$ cat src/rtl/hazard_pkg.sv
// Shared types and helpers for the forwarding / hazard unit
// and for the datapath forwarding muxes that consume its selects.
package hazard_pkg;

  localparam int FWD_REGFILE = 0;
  localparam int ENT_CTRL_W  = 3;

  typedef struct packed {
    logic valid;
    logic wb_en;
    logic is_load;
  } ent_ctrl_t;

  function automatic int sel_w(input int nstages);
    return (nstages < 1) ? 1 : $clog2(nstages + 1);
  endfunction

endpackage

$ cat src/rtl/fwd_hazard_unit_if.sv
// ID-stage request / hazard response bundle between the core
// and the forwarding + load-use hazard unit.
interface fwd_hazard_if #(
  parameter int ADDR_W = 5,
  parameter int NSRC   = 2,
  parameter int SEL_W  = 2,
  parameter int CNT_W  = 32
);
  logic                     id_valid;
  logic [NSRC*ADDR_W-1:0]   id_src;
  logic [ADDR_W-1:0]        id_dest;
  logic                     id_wb_en;
  logic                     id_is_load;
  logic                     flush;
  logic                     stall_ext;
  logic                     stall_id;
  logic                     bubble_ex;
  logic [NSRC*SEL_W-1:0]    fwd_sel;
  logic [CNT_W-1:0]         stall_cnt;

  modport master (
    output id_valid, id_src, id_dest,
    output id_wb_en, id_is_load,
    output flush, stall_ext,
    input  stall_id, bubble_ex,
    input  fwd_sel, stall_cnt
  );

  modport slave (
    input  id_valid, id_src, id_dest,
    input  id_wb_en, id_is_load,
    input  flush, stall_ext,
    output stall_id, bubble_ex,
    output fwd_sel, stall_cnt
  );
endinterface

$ cat src/rtl/fwd_shadow_pipe.sv
// Shadow copy of in-flight destinations, EXE (entry 0) through
// the last forwardable stage; holds on freeze.
module fwd_shadow_pipe
  import hazard_pkg::*;
#(
  parameter int ADDR_W  = 5,
  parameter int NSRC    = 2,
  parameter int NSTAGES = 2
) (
  input  logic                          clk,
  input  logic                          rst_n,
  input  logic                          hold,
  input  ent_ctrl_t                     in_ctrl,
  input  logic [ADDR_W-1:0]             in_dest,
  input  logic [NSRC*ADDR_W-1:0]        in_src,
  output ent_ctrl_t [NSTAGES:0]         ctrl,
  output logic [NSTAGES:0][ADDR_W-1:0]  dest,
  output logic [NSRC*ADDR_W-1:0]        ex_src
);

  ent_ctrl_t [NSTAGES:0]         ctrl_q, ctrl_d;
  logic [NSTAGES:0][ADDR_W-1:0]  dest_q, dest_d;
  logic [NSRC*ADDR_W-1:0]        src_q, src_d;

  always_comb begin
    ctrl_d = ctrl_q;
    dest_d = dest_q;
    src_d  = src_q;
    if (!hold) begin
      for (int k = NSTAGES; k >= 1; k--) begin
        ctrl_d[k] = ctrl_q[k-1];
        dest_d[k] = dest_q[k-1];
      end
      ctrl_d[0] = in_ctrl;
      dest_d[0] = in_dest;
      src_d     = in_src;
    end
  end

  always_ff @(posedge clk or negedge rst_n) begin
    if (!rst_n) begin
      ctrl_q <= '0;
      dest_q <= '0;
      src_q  <= '0;
    end else begin
      ctrl_q <= ctrl_d;
      dest_q <= dest_d;
      src_q  <= src_d;
    end
  end

  assign ctrl   = ctrl_q;
  assign dest   = dest_q;
  assign ex_src = src_q;

endmodule

$ cat src/rtl/fwd_hazard_unit.sv
// Operand forwarding selects, load-use stall/bubble and a
// saturating stall counter for the EXE stage.
module fwd_hazard_unit
  import hazard_pkg::*;
#(
  parameter int ADDR_W   = 5,
  parameter int NSRC     = 2,
  parameter int NSTAGES  = 2,
  parameter int LOAD_LAT = 1,
  parameter int CNT_W    = 32
) (
  input  logic        clk,
  input  logic        rst_n,
  fwd_hazard_if.slave bus
);

  localparam int SEL_W = sel_w(NSTAGES);

  ent_ctrl_t [NSTAGES:0]             ctrl;
  logic [NSTAGES:0][ADDR_W-1:0]      dest;
  logic [NSRC*ADDR_W-1:0]            ex_src_flat;
  logic [NSRC-1:0][ADDR_W-1:0]       src_ex;
  logic [NSRC-1:0][ADDR_W-1:0]       src_id;
  logic [NSRC-1:0][SEL_W-1:0]        fwd_sel;
  logic                              haz;
  logic                              stall;
  logic                              accept;
  ent_ctrl_t                         in_ctrl;
  logic [CNT_W-1:0]                  cnt_q, cnt_d;
  logic                              unused_bits;

  function automatic logic hit(
    input ent_ctrl_t         c,
    input logic [ADDR_W-1:0] d,
    input logic [ADDR_W-1:0] s
  );
    return c.valid & c.wb_en & (d == s) & (s != '0);
  endfunction

  assign src_id = bus.id_src;
  assign src_ex = ex_src_flat;

  assign stall  = bus.id_valid & ~bus.flush & haz;
  assign accept = bus.id_valid & ~stall & ~bus.flush;

  // Bubbles are all-zero entries so a stale src never forwards.
  assign in_ctrl.valid   = accept;
  assign in_ctrl.wb_en   = accept & bus.id_wb_en;
  assign in_ctrl.is_load = accept & bus.id_is_load;

  fwd_shadow_pipe #(
    .ADDR_W  (ADDR_W),
    .NSRC    (NSRC),
    .NSTAGES (NSTAGES)
  ) u_pipe (
    .clk     (clk),
    .rst_n   (rst_n),
    .hold    (bus.stall_ext),
    .in_ctrl (in_ctrl),
    .in_dest (accept ? bus.id_dest : '0),
    .in_src  (accept ? bus.id_src : '0),
    .ctrl    (ctrl),
    .dest    (dest),
    .ex_src  (ex_src_flat)
  );

  // Walk oldest to nearest so the nearest producer wins.
  always_comb begin
    fwd_sel = '0;
    haz     = 1'b0;
    for (int i = 0; i < NSRC; i++) begin
      for (int k = NSTAGES; k >= 1; k--) begin
        if (hit(ctrl[k], dest[k], src_ex[i]))
          fwd_sel[i] = SEL_W'(k);
      end
      for (int j = 0; j < LOAD_LAT; j++) begin
        if (hit(ctrl[j], dest[j], src_id[i]) &&
            ctrl[j].is_load)
          haz = 1'b1;
      end
    end
  end

  always_comb begin
    cnt_d = cnt_q;
    if (stall && !bus.stall_ext && cnt_q != '1)
      cnt_d = cnt_q + CNT_W'(1);
  end

  always_ff @(posedge clk or negedge rst_n) begin
    if (!rst_n) cnt_q <= '0;
    else        cnt_q <= cnt_d;
  end

  assign bus.stall_id  = stall;
  assign bus.bubble_ex = stall | bus.flush;
  assign bus.fwd_sel   = fwd_sel;
  assign bus.stall_cnt = cnt_q;

  assign unused_bits = ^{ctrl, dest};

endmodule
$ cat src/flat_wrapper.sv
// flat-port wrapper written by rule: the top's interface ports become plain ports
module fwd_hazard_unit_flat import hazard_pkg::*;
#(
  parameter int ADDR_W   = 5,
  parameter int NSRC     = 2,
  parameter int NSTAGES  = 2,
  parameter int LOAD_LAT = 1,
  parameter int CNT_W    = 32
)
  (clk, rst_n, bus_id_valid, bus_id_src, bus_id_dest, bus_id_wb_en, bus_id_is_load, bus_flush, bus_stall_ext, bus_stall_id, bus_bubble_ex, bus_fwd_sel, bus_stall_cnt);
  fwd_hazard_if #(.ADDR_W(ADDR_W), .NSRC(NSRC), .CNT_W(CNT_W)) bus_i ();
  input  logic clk;
  input  logic rst_n;
  input wire logic [$bits(bus_i.id_valid)-1:0] bus_id_valid;
  input wire logic [$bits(bus_i.id_src)-1:0] bus_id_src;
  input wire logic [$bits(bus_i.id_dest)-1:0] bus_id_dest;
  input wire logic [$bits(bus_i.id_wb_en)-1:0] bus_id_wb_en;
  input wire logic [$bits(bus_i.id_is_load)-1:0] bus_id_is_load;
  input wire logic [$bits(bus_i.flush)-1:0] bus_flush;
  input wire logic [$bits(bus_i.stall_ext)-1:0] bus_stall_ext;
  output wire logic [$bits(bus_i.stall_id)-1:0] bus_stall_id;
  output wire logic [$bits(bus_i.bubble_ex)-1:0] bus_bubble_ex;
  output wire logic [$bits(bus_i.fwd_sel)-1:0] bus_fwd_sel;
  output wire logic [$bits(bus_i.stall_cnt)-1:0] bus_stall_cnt;
  assign bus_i.id_valid = bus_id_valid;
  assign bus_i.id_src = bus_id_src;
  assign bus_i.id_dest = bus_id_dest;
  assign bus_i.id_wb_en = bus_id_wb_en;
  assign bus_i.id_is_load = bus_id_is_load;
  assign bus_i.flush = bus_flush;
  assign bus_i.stall_ext = bus_stall_ext;
  assign bus_stall_id = bus_i.stall_id;
  assign bus_bubble_ex = bus_i.bubble_ex;
  assign bus_fwd_sel = bus_i.fwd_sel;
  assign bus_stall_cnt = bus_i.stall_cnt;
  fwd_hazard_unit #(.ADDR_W(ADDR_W), .NSRC(NSRC), .NSTAGES(NSTAGES), .LOAD_LAT(LOAD_LAT), .CNT_W(CNT_W)) u_core (.clk(clk), .rst_n(rst_n), .bus(bus_i));
endmodule
$ cat config.mk
export PLATFORM = sky130hd
export DESIGN_NAME = fwd_hazard_unit_flat
export DESIGN_NICKNAME = d
export VERILOG_FILES = /design/src/rtl/hazard_pkg.sv /design/src/rtl/fwd_hazard_unit_if.sv /design/src/rtl/fwd_shadow_pipe.sv /design/src/rtl/fwd_hazard_unit.sv /design/src/flat_wrapper.sv
export SDC_FILE = /design/constraint.sdc
export NUM_CORES = 1
export LEC_CHECK = 0
export ABC_CLOCK_PERIOD_IN_PS = 4330
export CELL_PAD_IN_SITES_DETAIL_PLACEMENT = 1
export CELL_PAD_IN_SITES_GLOBAL_PLACEMENT = 2
export CORE_ASPECT_RATIO = 2
export CORE_UTILIZATION = 36
export DETAILED_ROUTE_END_ITERATION = 7
export GPL_TIMING_DRIVEN = 0
export PLACE_DENSITY_LB_ADDON = 0.1
export SLEW_MARGIN = 0
export SYNTH_ARGS = -nofsm -noshare
export SYNTH_HDL_FRONTEND = slang
export SYNTH_SLANG_ARGS = --single-unit
$ cat constraint.sdc
create_clock -name clk -period 4.33 [get_ports clk]
set_input_delay 0.866 -clock clk [delete_from_list [all_inputs] [get_ports clk]]
set_output_delay 0.866 -clock clk [all_outputs]
set_load 0.01 [all_outputs]
==> results of run 1 <==
==> path summary, 6_finish.rpt <==
check	from	end	slack, ns	depth (start not counted)
worst min-delay path	u_core.bus.stall_cnt[29]	u_core.bus.stall_cnt[29]	0.49	1
min in group asynchronous	rst_n	u_core.u_pipe.ex_src[4]	0.63	1
worst min register to register	u_core.bus.stall_cnt[29]	u_core.bus.stall_cnt[29]	0.49	1
worst max register to register	u_core.bus.stall_cnt[0]	u_core.bus.stall_cnt[24]	1.64	6
max in group asynchronous	rst_n	u_core.u_pipe.ctrl[7]	3.15	1
worst max-delay path	bus_id_src[8]	bus_stall_id	0.55	7
==> critical path: cells and delay by family <==
| kind | cells | cell delay [ns] |
|---|---|---|
| AO/OA/AOI/OAI | 1 | 0.31 |
| AND/OR/NAND/NOR | 3 | 0.46 |
| buffers and inverters | 2 | 1.13 |
| XOR/XNOR | 1 | 0.15 |
==> cell type report <==
type                    count  area (µm²)  area share (%)
inverters                   3        11.3           0.273
flip-flops and latches     64        1600            38.9
clock buffers               9         225            5.47
plain buffers              11        58.8            1.43
clock inverters             7        72.6            1.76
repair buffers             58         578            14.0
multi-input cells         196        1450            35.2
well taps                  98         123            2.98
==> through the flow <==
step / hold slack, ns / util [%] / instance area (µm²) / total power [mW]
6_report: 0.493 / 49.3 / 4120 / 1.48
3_5_place_dp: 0.489 / 45.8 / 3820 / 0.780
2_1_floorplan: 0.469 / - / 3120 / 0.719
3_3_place_gp: 0.480 / 45.8 / 3820 / 0.777
5_1_grt: 0.523 / 49.3 / 4120 / 1.53
4_1_cts: 0.499 / 49.3 / 4120 / 1.49
==> cells in the final DEF (no fill, tap or decap), types with 3 or more instances in the layout <==
master,synthesis,final
a22o_1,17,17
and3_1,9,9
and4_1,3,3
clkbuf_1,6,6
clkbuf_16,0,9
clkdlybuf4s50_1,0,57
dfrtp_1,64,64
inv_1,3,3
mux2_2,16,16
nand2_1,14,14
nand3_1,18,18
nand4_1,20,20
nor2_1,9,9
nor3_1,6,6
nor4_1,6,6
xnor2_1,53,53
xor2_1,5,5
==> where the power goes <==
group,internal (mW),switching [mW]
registers,0.620,0.0298
logic,0.0646,0.0519
clock network,0.445,0.270
==> state kept, by name, summed over array words and instances, names as in the netlist <==
register	flops
u_core.u_pipe.ctrl	7
u_core.u_pipe.ex_src	10
u_core.bus.stall_cnt	32
u_core.u_pipe.dest	15
==> cell families after synthesis <==
kind of cell | synth area share (%)
buf+inv | 2.25
fa+ha+maj | 0.401
compound gates | 6.38
mux | 5.77
flops | 51.3
simple gates | 17.6
xor+xnor | 16.3
==> layer usage <==
metal	up-vias	wire, µm	share of wire (%)	GRT usage, %
li1	1125	-	-	-
met1	1193	3000	34	22.1
met2	51	5120	59	40.9
met3	13	288	3.3	3.77
met4	0	292	3.4	10.4
met5	-	0	0	0
==> flow_metrics.env, run 1 <==
export IMPL_grt_pass1_vias=2704
export IMPL_wl_per_cell_um=19.5
export IMPL_hold_buffers=0
export IMPL_final_nets=366
export IMPL_ys_types=33
export IMPL_final_cells=446
export IMPL_overflow=0
export IMPL_crit_path_top_delay_cell="clkdlybuf4s50_1"
export IMPL_synth_area_leaders="dfrtp_1, xnor2_1, mux2_2, a22o_1, nand4_1"
export IMPL_drive_above_1_share_pct=12.1
export IMPL_cts_buffers=9
export IMPL_p_leak_nw=1.72
export IMPL_avgSynthCellArea_um2=11.4
export IMPL_dr_pass1_iters=3
export IMPL_dp_cells=430
export IMPL_setup_tns_ns=0
export IMPL_maxCapViolations=0
export IMPL_die_h_um=134
export IMPL_netlist_instances=274
export IMPL_rows=47
export IMPL_synth_edf_count=0
export IMPL_fin_worst_skew_ns=0.00478
export IMPL_status="finished clean"
export IMPL_p_per_area_nw_per_um2=360
export IMPL_tightest_slew_ns=1.05
export IMPL_clkTransAtPathRegs_ns=0.05
export IMPL_dpl_hpwl_um=6610
export IMPL_hp_class="reg -> reg"
export IMPL_netlist_area_um2=3120
export IMPL_pre_cts_slack_ns=0.526
export IMPL_cpPeakStageDelay_ns=0.58
export IMPL_max_freq_mhz=264
export IMPL_fin_crit_ns=3.78
export IMPL_crit_top_cell="clkdlybuf4s50_1"
export IMPL_grt_pass1_wl_um=14200
export IMPL_irDropWorstVdd_mv=0.202
export IMPL_yosys_most_used_dff="dfrtp_1"
export IMPL_hold_viol=0
export IMPL_worstPathRequired_ns=3.46
export IMPL_dieArea_um2=9070
export IMPL_setup_violations=0
export IMPL_async_reset_ff_share_pct=100
export IMPL_antenna_found_initial=0
export IMPL_insertion_delay_ns=0.33
export IMPL_h_tree_depth=3
export IMPL_cts_buffer_depth=2
export IMPL_synth_fp_nets=297
export IMPL_ant_nets=0
export IMPL_endpoint_kind="primary output"
export IMPL_yosysWarnings=0
export IMPL_cp_start_kind="input pin"
export IMPL_relSlewSlack_pct=29.6
export IMPL_post_cts_resized=0
export IMPL_grt_max_degree=65
export IMPL_io_pins=60
export IMPL_port_buffer_count=58
export IMPL_yosysMostFrequentCell="dfrtp_1"
export IMPL_vias=2382
export IMPL_die_w_um=67.8
export IMPL_cts_tree="done"
export IMPL_routed_wl_um=8700
export IMPL_report_final_slew_viol_count=0
export IMPL_core_area_um2=8350
export IMPL_start_util_pct=37.4
export IMPL_syn_to_final_growth_pct=32.0
export IMPL_ys_ff_latch=64
export IMPL_num_fill_cells=929
export IMPL_arrival_ns=2.92
export IMPL_synth_top_area_cell="dfrtp_1"
export IMPL_vias_per_cell=5.34
export IMPL_gp_congestion=0.817
export IMPL_synthTopCellsByCount="dfrtp_1, xnor2_1, nand4_1"
export IMPL_drc=0
export IMPL_cts_sinks=64
export IMPL_crit_fanout=4
export IMPL_fin_ws_ns=0.546
export IMPL_post_cts_buffers=0
export IMPL_yosysSeqAreaShare_pct=51.3
export IMPL_grt_use_total_pct=21.9
export IMPL_synth_top_area_share_pct=51.3
export IMPL_drt_iter0_markers=114
export IMPL_cts_root_buf="clkbuf_16"
export IMPL_crit_chain="clkdlybuf4s50_1, xnor2_1, nand4_1, a211o_1, and2_1, nor2_1, clkdlybuf4s50_1"
export IMPL_antenna_cells=0
export IMPL_rsz0062_at_grt="no"
export IMPL_period_share_pct=87.4
export IMPL_worstSetupPathType="in -> out"
(Power assumes the default switching activity.)
==> inputs of run 2 (changes only) <==
CORE_UTILIZATION = 37   (was 36)
CTS_BUF_LIST = sky130_fd_sc_hd__clkbuf_8   (was default)
REMOVE_ABC_BUFFERS = 1   (was default)
==> run 2 against run 1 <==
  * Utilization shrank 0.56 points
  * Cell area shrank 2.5%
  * Routed wire length shrank 9.0%
  * Power down 10%
  * Hold slack gained 0.0057 ns
  * Sequential cell count stayed put
  * Clock power fell by 20%
  * Clock skew grew 0.0026 ns
  * Sequential share of layout area increased by 1.0 points
  * Maximum frequency decreased by 3.6%
  * Critical endpoint unchanged
  * Largest cell class unchanged
==> flow_metrics.env, run 2 (synthesis results as in run 1) <==
export IMPL_status="finished clean"
export IMPL_hold_viol=0
export IMPL_post_cts_buffers=0
export IMPL_cp_start_kind="input pin"
export IMPL_insertion_delay_ns=0.34
export IMPL_start_util_pct=37.9
export IMPL_p_leak_nw=1.66
export IMPL_rows=47
export IMPL_h_tree_depth=3
export IMPL_vias_per_cell=5.41
export IMPL_grt_pass1_vias=2486
export IMPL_irDropWorstVdd_mv=0.271
export IMPL_die_h_um=132
export IMPL_grt_max_degree=65
export IMPL_overflow=0
export IMPL_final_common_cell="dfrtp_1"
export IMPL_relSlewSlack_pct=14.0
export IMPL_clkTransAtPathRegs_ns=0.07
export IMPL_cts_tree="done"
export IMPL_num_fill_cells=927
export IMPL_grt_pass1_wl_um=12900
export IMPL_antenna_cells=0
export IMPL_vias=2365
export IMPL_antenna_found_initial=0
export IMPL_die_w_um=66.9
export IMPL_maxCapViolations=0
export IMPL_hp_class="reg -> reg"
export IMPL_gp_congestion=0.785
export IMPL_utilization_pct=48.8
export IMPL_fin_worst_skew_ns=0.00735
export IMPL_dp_cells=421
export IMPL_post_cts_resized=0
export IMPL_setup_tns_ns=0
export IMPL_final_nets=357
export IMPL_whs_ns=0.499
export IMPL_drc=0
export IMPL_worstSetupPathType="in -> out"
export IMPL_p_per_area_nw_per_um2=332
export IMPL_totalPowerFinal_mw=1.33
export IMPL_cts_root_buf="clkbuf_8"
export IMPL_cts_buffers=9
export IMPL_grt_use_total_pct=20.0
export IMPL_dieArea_um2=8830
export IMPL_dpl_hpwl_um=5830
export IMPL_cts_buffer_depth=2
export IMPL_cts_sinks=64
export IMPL_syn_to_final_growth_pct=28.7
export IMPL_routed_wl_um=7920
export IMPL_worstPathRequired_ns=3.46
export IMPL_wl_per_cell_um=18.1
export IMPL_hold_buffers=0
export IMPL_crit_fanout=4
export IMPL_dr_pass1_iters=4
export IMPL_fin_crit_ns=3.93
export IMPL_setup_violations=0
export IMPL_startpoint="bus_id_src[4]"
export IMPL_largest_reg_flops=32
export IMPL_final_cells=437
export IMPL_reg2reg_from="u_core.bus.stall_cnt[0]"
export IMPL_tightest_slew_ns=1.28
export IMPL_report_final_slew_viol_count=0
export IMPL_min_from="u_core.bus.stall_cnt[13]"
export IMPL_drt_iter0_markers=100
export IMPL_endpoint_kind="primary output"
export IMPL_core_area_um2=8230
export IMPL_drive_above_1_share_pct=12.1
export IMPL_ant_nets=0
export IMPL_max_freq_mhz=255
export IMPL_period_share_pct=90.7
export IMPL_rsz0062_at_grt="no"
export IMPL_layout_common_cells="dfrtp_1, clkdlybuf4s50_1, xnor2_1"
export IMPL_io_pins=60
export IMPL_arrival_ns=3.06
export IMPL_port_buffer_count=59
==> run 2: cell types whose count changed in the layout (fill, tap and decap cells not counted), moves of 2 or more <==
cell       delta
clkbuf_16     -9
buf_6         -2
clkbuf_1      -6
clkbuf_8      +9
buf_2         -2
==> run 2: area by class of cell <==
type                    instances  area (µm²)  area share, %
well taps                      98         123           3.05
inverters                       3        11.3          0.280
multi-input cells             196        1460           36.4
flip-flops and latches         64        1600           39.9
clock buffers                   9         124           3.09
clock inverters                 7        96.3           2.40
repair buffers                 60         598           14.9
==> run 2: worst max-delay path: stages <==
cell             delay (ns)
clkdlybuf4s50_1        0.44
or2_2                  0.28
o21ai_0                0.28
nand4_1                0.27
and2_1                 0.27
nor2_1                 0.11
clkdlybuf4s50_1        0.55
==> run 2: layer usage <==
metal  wire (µm)  track usage, %  up-vias
li1            -               -     1107
met4         196            8.98        0
met5           0               0        -
met3         272            3.81       12
met1        3010            22.1     1192
met2        4450            35.6       54
==> run 2: path summary, 6_finish.rpt <==
path	cells after the start	end	slack, ns
worst max-delay path	7	bus_stall_id	0.40
worst min-delay path	1	u_core.bus.stall_cnt[13]	0.50
worst max register to register	6	u_core.bus.stall_cnt[24]	1.76
worst min register to register	1	u_core.bus.stall_cnt[13]	0.50
max in group asynchronous	1	u_core.bus.stall_cnt[7]	3.16
min in group asynchronous	1	u_core.u_pipe.ex_src[9]	0.60
==> run 2: power by group <==
group	switching [mW]	internal [mW]	total, mW
registers	0.0293	0.619	0.648
clock network	0.246	0.324	0.569
logic	0.0508	0.0639	0.115
==> run 2: stage by stage <==
stage	setup slack, ns	instance area, µm²
6_report	0.404	4020
5_1_grt	0.330	4020
4_1_cts	0.382	4020
3_5_place_dp	0.276	3800
3_3_place_gp	-1.89	3770
2_1_floorplan	0.602	3060
==> inputs of run 3 (changes only) <==
CTS_CLUSTER_SIZE = 24   (was default)
SLEW_MARGIN = 20   (was 0)
==> run 3 against run 2 <==
  * Routed wire length fell by 0.33%
  * Critical path type unchanged
  * Die area is the same
  * Maximum frequency is essentially flat
  * Count of clock-buffer cells in the layout unchanged
  * Sequential cell count stayed put
==> flow_metrics.env, run 3 (synthesis results as in run 1) <==
export IMPL_status="finished clean"
export IMPL_grt_pass1_wl_um=13200
export IMPL_drt_iter0_markers=89
export IMPL_post_cts_buffers=0
export IMPL_arrival_ns=3.06
export IMPL_overflow=0
export IMPL_dieArea_um2=8830
export IMPL_vias_per_cell=5.35
export IMPL_setup_tns_ns=0
export IMPL_cp_start_kind="input pin"
export IMPL_final_common_cell="dfrtp_1"
export IMPL_fin_worst_skew_ns=0.00857
export IMPL_final_nets=358
export IMPL_dpl_hpwl_um=5880
export IMPL_num_fill_cells=910
export IMPL_grt_use_total_pct=20.4
export IMPL_h_tree_depth=3
export IMPL_maxCapViolations=0
export IMPL_pwr_share_clk_pct=42.7
export IMPL_cts_sinks=64
export IMPL_layout_common_cells="dfrtp_1, clkdlybuf4s50_1, xnor2_1"
export IMPL_drive_above_1_share_pct=12.6
export IMPL_utilization_pct=49.1
export IMPL_antenna_found_initial=0
export IMPL_cts_buffers=9
export IMPL_report_final_slew_viol_count=0
export IMPL_vias=2344
export IMPL_port_buffer_count=59
export IMPL_worstSetupPathType="in -> out"
export IMPL_wl_per_cell_um=18.0
export IMPL_totalPowerFinal_mw=1.34
export IMPL_setup_violations=0
export IMPL_dr_pass1_iters=4
export IMPL_ant_nets=0
export IMPL_intPower_mw=1.01
export IMPL_irDropWorstVdd_mv=0.242
export IMPL_clkTransAtPathRegs_ns=0.07
export IMPL_fin_crit_ns=3.92
export IMPL_max_freq_mhz=255
export IMPL_reg2reg_depth=6
export IMPL_gp_congestion=0.785
export IMPL_relSlewSlack_pct=36.6
export IMPL_tightest_slew_ns=0.942
export IMPL_io_pins=60
export IMPL_endpoint_kind="primary output"
export IMPL_syn_to_final_growth_pct=29.5
export IMPL_start_util_pct=37.9
export IMPL_grt_max_degree=56
export IMPL_core_area_um2=8230
export IMPL_hold_viol=0
export IMPL_cts_tree="done"
export IMPL_pwr_share_seq_pct=48.5
export IMPL_period_share_pct=90.6
export IMPL_die_h_um=132
export IMPL_worstPathRequired_ns=3.46
export IMPL_drc=0
export IMPL_p_sw_share_pct=24.5
export IMPL_cts_root_buf="clkbuf_8"
export IMPL_hp_class="in -> async"
export IMPL_crit_fanout=4
export IMPL_insertion_delay_ns=0.34
export IMPL_rsz0062_at_grt="no"
export IMPL_post_cts_resized=0
export IMPL_combPwrFrac_pct=8.8
export IMPL_rows=47
export IMPL_routed_wl_um=7900
export IMPL_p_per_area_nw_per_um2=331
export IMPL_cts_buffer_depth=2
export IMPL_largest_reg_flops=32
export IMPL_antenna_cells=0
export IMPL_die_w_um=66.9
export IMPL_hold_buffers=0
export IMPL_whs_ns=0.352
export IMPL_grt_pass1_vias=2546
export IMPL_p_leak_nw=1.67
export IMPL_switchingPower_uw=327
[run 3: changes by cell type in the layout (fill, tap and decap cells not counted), sizes merged]
cell,change
buf,+2
clkbuf,-1
[run 3: worst paths after layout]
path	start	end	slack, ns
worst max register to register	u_core.u_pipe.dest[4]	u_core.bus.stall_cnt[1]	1.68
min in group clk	u_core.bus.stall_cnt[13]	u_core.bus.stall_cnt[13]	0.49
worst min-delay path	rst_n	u_core.u_pipe.ex_src[9]	0.35
max in group asynchronous	rst_n	u_core.bus.stall_cnt[7]	3.46
worst min register to register	u_core.bus.stall_cnt[13]	u_core.bus.stall_cnt[13]	0.49
worst max-delay path	bus_id_src[4]	bus_stall_id	0.41
[run 3: area by class of cell]
| cell class | count | area, µm² | area share (%) |
|---|---|---|---|
| clock inverters | 7 | 96.3 | 2.38 |
| repair buffers | 61 | 622 | 15.4 |
| clock buffers | 9 | 124 | 3.07 |
| well taps | 98 | 123 | 3.03 |
| inverters | 3 | 11.3 | 0.279 |
| multi-input cells | 196 | 1460 | 36.2 |
| flip-flops and latches | 64 | 1600 | 39.6 |
[run 3: per-stage QoR]
step	worst slack, ns	cell area [µm²]	instances
floorplan	0.602	3060	263
global placement	-1.89	3770	420
detailed placement	0.379	3820	422
CTS	0.361	4040	438
global route	0.321	4040	438
finish	0.408	4040	438
[run 3: power by group through the flow]
stage          combinational (mW)  sequential (mW)  clock, mW
6_report                    0.118            0.648      0.571
4_1_cts                     0.121            0.649      0.586
3_3_place_gp                0.115            0.661          0
3_5_place_dp                0.120            0.661          0
5_1_grt                     0.130            0.652      0.611
2_1_floorplan              0.0638            0.650          0
[run 3: worst max-delay path, stage by stage]
cell and delay (ns):
clkdlybuf4s50_1 0.44, or2_2 0.28, o21ai_0 0.27, nand4_1 0.27, and2_1 0.27, nor2_1 0.11, clkdlybuf4s50_1 0.55
[run 3: metal layers]
layer / vias up / routed length, µm / GRT usage (%)
met4: 0 / 265 / 10.9
met1: 1171 / 3050 / 23.4
met3: 12 / 259 / 3.46
met5: - / 0 / 0
li1: 1108 / - / -
met2: 53 / 4320 / 34.8
